==> src/rtl/col_block_result_packer.sv <==
// Column-block result packer: gathers PACK_NUM scalar FP sums into one wide
// word, tags the word that holds the last result of a tile, and queues the
// words in a small FIFO for the write-back path.
// Optional build macro PACKER_FLUSH_EN adds a flush input that closes a
// partial word early (zero padded, tagged last).
module col_block_result_packer #(
   parameter int FP_WIDTH   = 16,
   parameter int PACK_NUM   = 4,
   parameter int FIFO_DEPTH = 4,
   parameter int MACRO_ROW  = 32
) (
   input  logic                         clk,
   input  logic                         rst_n,
   input  logic [FP_WIDTH-1:0]          fp_col_block_result,
   input  logic                         fp_col_block_result_vld,
   output logic                         fp_col_block_result_rdy,
   output logic [PACK_NUM*FP_WIDTH-1:0] pack_data,
   output logic                         pack_vld,
   input  logic                         pack_rdy,
   output logic                         pack_last,
   output logic                         tile_done
`ifdef PACKER_FLUSH_EN
   ,
   input  logic                         flush
`endif
);

   localparam int WW = PACK_NUM * FP_WIDTH;
   localparam int LW = (PACK_NUM > 1) ? $clog2(PACK_NUM) : 1;
   localparam int RW = (MACRO_ROW > 1) ? $clog2(MACRO_ROW) : 1;
   localparam int AW = $clog2(FIFO_DEPTH);

   logic [LW-1:0] lane_cnt_q, lane_cnt_d;
   logic [RW-1:0] res_cnt_q, res_cnt_d;
   logic [WW-1:0] asm_q, asm_d;
   logic [WW-1:0] asmWithLane;

   logic [WW:0]   fifo_mem_q [FIFO_DEPTH];
   logic [AW-1:0] wr_ptr_q, wr_ptr_d;
   logic [AW-1:0] rd_ptr_q, rd_ptr_d;
   logic [AW:0]   count_q, count_d;
   logic          tile_done_q;

   logic          fifoFull, fifoEmpty;
   logic          laneEnd, tileEnd, closeCond;
   logic          accept, pushReq, push, pop;
   logic [WW:0]   pushWord;
   logic [WW:0]   headEntry;

`ifdef PACKER_FLUSH_EN
   logic          flush_pend_q, flush_pend_d;
`endif

   assign fifoFull  = (count_q == (AW+1)'(FIFO_DEPTH));
   assign fifoEmpty = (count_q == '0);
   assign laneEnd   = (lane_cnt_q == LW'(PACK_NUM-1));
   assign tileEnd   = (res_cnt_q == RW'(MACRO_ROW-1));
   assign closeCond = laneEnd | tileEnd;

   // Ready comes only from registered state so it never combinationally depends on vld or pack_rdy.
`ifdef PACKER_FLUSH_EN
   assign fp_col_block_result_rdy = ~(closeCond & fifoFull) & ~flush_pend_q;
`else
   assign fp_col_block_result_rdy = ~(closeCond & fifoFull);
`endif

   assign accept = fp_col_block_result_vld & fp_col_block_result_rdy;
   assign push   = pushReq & ~fifoFull;
   assign pop    = ~fifoEmpty & pack_rdy;

   // Assembly word as it looks once the incoming result is dropped into its lane.
   always_comb begin
      asmWithLane = asm_q;
      for (int i = 0; i < PACK_NUM; i++) begin
         if (accept && (lane_cnt_q == LW'(i))) begin
            asmWithLane[i*FP_WIDTH +: FP_WIDTH] = fp_col_block_result;
         end
      end
   end

   // Lane/tile counting and word-close decisions, producing the FIFO push request.
   always_comb begin
      lane_cnt_d = lane_cnt_q;
      res_cnt_d  = res_cnt_q;
      asm_d      = asm_q;
      pushReq    = 1'b0;
      pushWord   = '0;
`ifdef PACKER_FLUSH_EN
      flush_pend_d = flush_pend_q;
`endif
      if (accept) begin
         if (closeCond) begin
            pushReq    = 1'b1;
            pushWord   = {tileEnd, asmWithLane};
            lane_cnt_d = '0;
            asm_d      = '0;
            res_cnt_d  = tileEnd ? '0 : res_cnt_q + 1'b1;
         end else begin
            lane_cnt_d = lane_cnt_q + 1'b1;
            res_cnt_d  = res_cnt_q + 1'b1;
            asm_d      = asmWithLane;
         end
      end
`ifdef PACKER_FLUSH_EN
      if (flush_pend_q) begin
         if (!fifoFull) begin
            pushReq      = 1'b1;
            pushWord     = {1'b1, asm_q};
            lane_cnt_d   = '0;
            res_cnt_d    = '0;
            asm_d        = '0;
            flush_pend_d = 1'b0;
         end
      end else if (flush && ((accept && !closeCond) || (!accept && (lane_cnt_q != '0)))) begin
         if (!fifoFull) begin
            pushReq    = 1'b1;
            pushWord   = {1'b1, asmWithLane};
            lane_cnt_d = '0;
            res_cnt_d  = '0;
            asm_d      = '0;
         end else begin
            flush_pend_d = 1'b1;
         end
      end
`endif
   end

   // FIFO pointer and occupancy next-state; a simultaneous push and pop leaves occupancy unchanged.
   always_comb begin
      wr_ptr_d = push ? wr_ptr_q + 1'b1 : wr_ptr_q;
      rd_ptr_d = pop ? rd_ptr_q + 1'b1 : rd_ptr_q;
      count_d  = count_q;
      if (push && !pop) begin
         count_d = count_q + 1'b1;
      end else if (!push && pop) begin
         count_d = count_q - 1'b1;
      end
   end

   // Packing state registers.
   always_ff @(posedge clk or negedge rst_n) begin
      if (!rst_n) begin
         lane_cnt_q <= '0;
         res_cnt_q  <= '0;
         asm_q      <= '0;
      end else begin
         lane_cnt_q <= lane_cnt_d;
         res_cnt_q  <= res_cnt_d;
         asm_q      <= asm_d;
      end
   end

`ifdef PACKER_FLUSH_EN
   // Remembers a flush that arrived while the FIFO had no room.
   always_ff @(posedge clk or negedge rst_n) begin
      if (!rst_n) begin
         flush_pend_q <= 1'b0;
      end else begin
         flush_pend_q <= flush_pend_d;
      end
   end
`endif

   // FIFO storage of {last, data}, pointers and occupancy.
   always_ff @(posedge clk or negedge rst_n) begin
      if (!rst_n) begin
         for (int i = 0; i < FIFO_DEPTH; i++) begin
            fifo_mem_q[i] <= '0;
         end
         wr_ptr_q <= '0;
         rd_ptr_q <= '0;
         count_q  <= '0;
      end else begin
         if (push) begin
            fifo_mem_q[wr_ptr_q] <= pushWord;
         end
         wr_ptr_q <= wr_ptr_d;
         rd_ptr_q <= rd_ptr_d;
         count_q  <= count_d;
      end
   end

   // One-cycle tile_done pulse after the last word of a tile leaves the FIFO.
   always_ff @(posedge clk or negedge rst_n) begin
      if (!rst_n) begin
         tile_done_q <= 1'b0;
      end else begin
         tile_done_q <= pop & headEntry[WW];
      end
   end

   assign headEntry = fifo_mem_q[rd_ptr_q];
   assign pack_vld  = ~fifoEmpty;
   assign pack_data = fifoEmpty ? '0 : headEntry[WW-1:0];
   assign pack_last = ~fifoEmpty & headEntry[WW];
   assign tile_done = tile_done_q;

endmodule
==> config.mk <==
export PLATFORM = sky130hd
export DESIGN_NAME = col_block_result_packer
export DESIGN_NICKNAME = d
export VERILOG_FILES = /design/src/rtl/col_block_result_packer.sv
export SDC_FILE = /design/constraint.sdc
export NUM_CORES = 1
export LEC_CHECK = 0
export CORE_ASPECT_RATIO = 1.75
export CORE_UTILIZATION = 55
export DETAILED_ROUTE_END_ITERATION = 7
export GPL_TIMING_DRIVEN = 0
export PLACE_DENSITY = 0.74
export SYNTH_ARGS = -nofsm -noshare
export SYNTH_HDL_FRONTEND = slang
export SYNTH_SLANG_ARGS = --single-unit
==> constraint.sdc <==
create_clock -name clk -period 3.59 [get_ports clk]
set_clock_uncertainty 0.05 [all_clocks]
set_input_delay 0.718 -clock clk [delete_from_list [all_inputs] [get_ports clk]]
set_output_delay 0.718 -clock clk [all_outputs]
set_load 0.01 [all_outputs]
==> results.md <==
- Status: complete, no violations
- Worst r2r dst: count_q[1]$_DFFE_PN0P_
- Register-to-register setup slack: 0.32 ns
- Top Ports: 88
- Total die area: 32600 sq um
- Vias: 15706
- Placer congestion estimate: 0.919
- TritonCTS Sinks: 339
- Util after Layout: 63.5%
- # rows: 86
- DP HPWL: 40600 microns
- Clock slew at the register clock pins of the worst setup and hold paths: 0.07 ns
- Largest family of logic cells by synthesized area: compound AO/OA/AOI/OAI gates
- Mean Syn Cell Area: 11.3 sq um
- Area leader, netlist: dfrtp_1
- Initial antenna violation count: 1
- Core footprint: 31400 sq um
- Max_cap viols: 0
- Crit. End Element: primary output
- Setup Buffers After CTS: 0
- CP max-delay cell: clkdlybuf4s50_1
- Slew @ Worst Pin: 1.06 ns
- DRC violations left: 0
- Share of post-route cells with drive strength above 1: 17.0%
- Post-synth EDFFs: 0
- Power per cell area: 1020 nW/um^2
- Post-route insts no fill: 2084
- CP Max Fanout: 10
- Startpoint Class: flip-flop
- Fin crit share: 99.6%
- CP delay by family, top: buffers and inverters
- Sequence of cells on the critical path: buf_2 > clkbuf_2 > mux4_2 > and2_1 > clkdlybuf4s50_1
- Hold Crit Class: in -> async
- Sequential share of the synthesized area: 48.5%
- Top Usage Layer GRT: met2
- Die W: 137 microns
- Main synth FF type: dfrtp_1
- Routed length per instance: 29.0 microns
- Number of global-route vias before repair: 15965
- Initial Utilization: 55.7%
- Clock H-tree levels: 1
- FF+latch area: 8480 sq um
- Die Height: 238 microns
- First-pass GRT wire length: 93100 microns
- Layout Nets: 1697
- Met1 Usage GRT: 46.0%
- Worst reg2reg startpoint: res_cnt_q[0]$_DFFE_PN0P_
- Final setup vio count: 0
- Drt first pass iters: 6
- Crit-path max cell delay: 0.47 ns
- Met2 Track Usage GR: 60.3%
- Syn nets: 1580
- Synth cell types: 36
- Critical Path AT: 2.81 ns
- CTS tree: built
- Largest net degree at the start of global routing: 123
- Vias per std cell: 7.54
- # diodes: 0
- GRT met3 Usage: 6.31%
- Adder-cell share of the synthesized area: 0.901%
- Synth Cell Area: 17500 sq um
- Max rail drop VDD: 0.571 mV
- Power Total: 20.3 mW
- Slew HR: 29.4%
- Root Driver: clkbuf_16
- Yosys top cell area share: 48.5%
- Cell count after placement: 2033
- FILL cells: 2531
- Insertion delay to the later sink of the worst-skew pair: 0.59 ns
- Synth Warn #: 0
- WP buf/inv: 3
- WP data required: 2.82 ns
- Overflow after GRT: 0
- Post-synthesis xor/xnor area fraction: 0.300%
- Critical setup path kind: reg -> out
- Cell with the most instances after synthesis: a31oi_1
- Post-route ant nets: 0
- Final hold vios: 0
- Multi-input logic area: 8060 sq um
- Multiplexer area fraction after synthesis: 8.94%
- R2R depth: 12
- Compound-cell area share of the yosys netlist: 31.4%
- RSZ-0062 raised after global routing: no
- Top post-synthesis cells by count: a31oi_1, dfrtp_1, clkbuf_1, and2_1, buf_2
- Highest clock rate: 0.280 GHz
- Initial DRC count: 1646
- Period minus WS final: 3.58 ns
- Simple-Gate Fraction of Synth Area: 4.47%
- Max Buffers Root-to-Sink: 3
- IO Port Bufs: 87
- Ys async rst share: 100%
- #FFs+latches synth: 339
- Leak: 7.86 nW
- Synth Instances: 1548
- Max Transition Viols Final: 0
- Tot GR Track Use: 38.1%
- # hold bufs at CTS: 0
- Top post-synthesis cells by area: dfrtp_1, a31oi_1, mux4_2, o2111ai_2, and2_1
- CTS Buf Count: 31
- Area growth syn-to-layout: 14.0%
- Final wirelength: 60400 microns
per-stage QoR:
stage / setup TNS, ns / hold WS [ns] / area [sq um] / worst slack (ns)
6_report: 0 / 0.128 / 20000 / 0.0146
5_1_grt: 0 / 0.236 / 20000 / 0.00440
4_1_cts: 0 / 0.210 / 20000 / 0.00787
3_5_place_dp: -0.829 / 0.414 / 18900 / -0.0841
3_3_place_gp: -4305.66 / 0.412 / 18900 / -12.75
2_1_floorplan: 0 / 0.372 / 17500 / 0.826
cell families (layout without fill, tap and decap cells):
family                     count (synthesis)  count (layout)
AOI/OAI and AO/OA                        780             780
xor gates and xnor gates                   6               6
adders and majority gates                 12              12
buffers and inverters                    212             352
DFF                                      339             339
muxes                                     74              74
and+or+nand+nor                          125             125
worst max path at each step:
stage | from | endpoint | slack (ns) | cells past startpoint
floorplan | res_cnt_q[0]$_DFFE_PN0P_ | count_q[1]$_DFFE_PN0P_ | 0.83 | 12
global placement | rst_n | fifo_mem_q[191]$_DFFE_PN0P_ | -12.75 | 1
detailed placement | count_q[0]$_DFFE_PN0P_ | pack_data[53] | -0.08 | 6
CTS | rd_ptr_q[0]$_DFFE_PN0P_ | pack_data[46] | 0.008 | 5
global route | rd_ptr_q[1]$_DFFE_PN0P_ | pack_data[46] | 0.004 | 5
finish | rd_ptr_q[1]$_DFFE_PN0P_ | pack_data[50] | 0.01 | 5
placed cells by master, fill, tap and decap left out, drive strengths merged, types with 4 or more instances in the layout:
master,n
a21boi,48
a21oi,48
a22o,49
a31oi,512
and2,81
and3,11
buf,100
clkbuf,146
clkdlybuf4s50,86
clkinv,10
dfrtp,339
ha,11
inv,7
mux2,9
mux4,65
nand4,16
nor2,4
o2111ai,48
o21a,50
o21ai,19
xnor2,4
registers in the layout, indices dropped and copies added, names as in the netlist:
signal / count
wr_ptr_q: 2
res_cnt_q: 5
lane_cnt_q: 2
tile_done: 1
fifo_mem_q: 260
asm_q: 64
rd_ptr_q: 2
count_q: 3
per-layer routing:
layer  vias to the layer above  wire length, microns
met5                         -                     0
li1                       6474                     -
met2                      1095                 29000
met1                      7813                 20800
met4                         0                  5110
met3                       324                  5570
worst reg2reg max path, stage by stage, from the launching register on:
cell     delay (ns)
dfrtp_1        0.40
ha_1           0.23
and3_1         0.19
ha_1           0.24
o21a_1         0.18
buf_2          0.16
nand2_1        0.32
buf_2          0.32
inv_1          0.07
ha_1           0.23
inv_1          0.07
fa_1           0.41
mux2_2         0.28
cell type report:
type                       count  area share (%)
clock buffer                  42            4.39
clock inverter                14           0.633
multi-input combinational    997            40.4
sequential                   339            42.5
tap                          396            2.48
inverter                       6           0.113
buffer                       201            4.84
timing repair buffer          89            4.66
repair_timing:
action	in CTS	in global routing
gates cloned	0	0
gates resized for setup	17	3
setup endpoints to repair	67	13
power breakdown:
group	total [mW]	switching (mW)	internal, mW
Sequential	6.57	1.07	5.50
Combinational	10.3	5.72	4.63
Clock	3.36	1.51	1.85
Note: power is estimated with default switching activity, not from simulation.
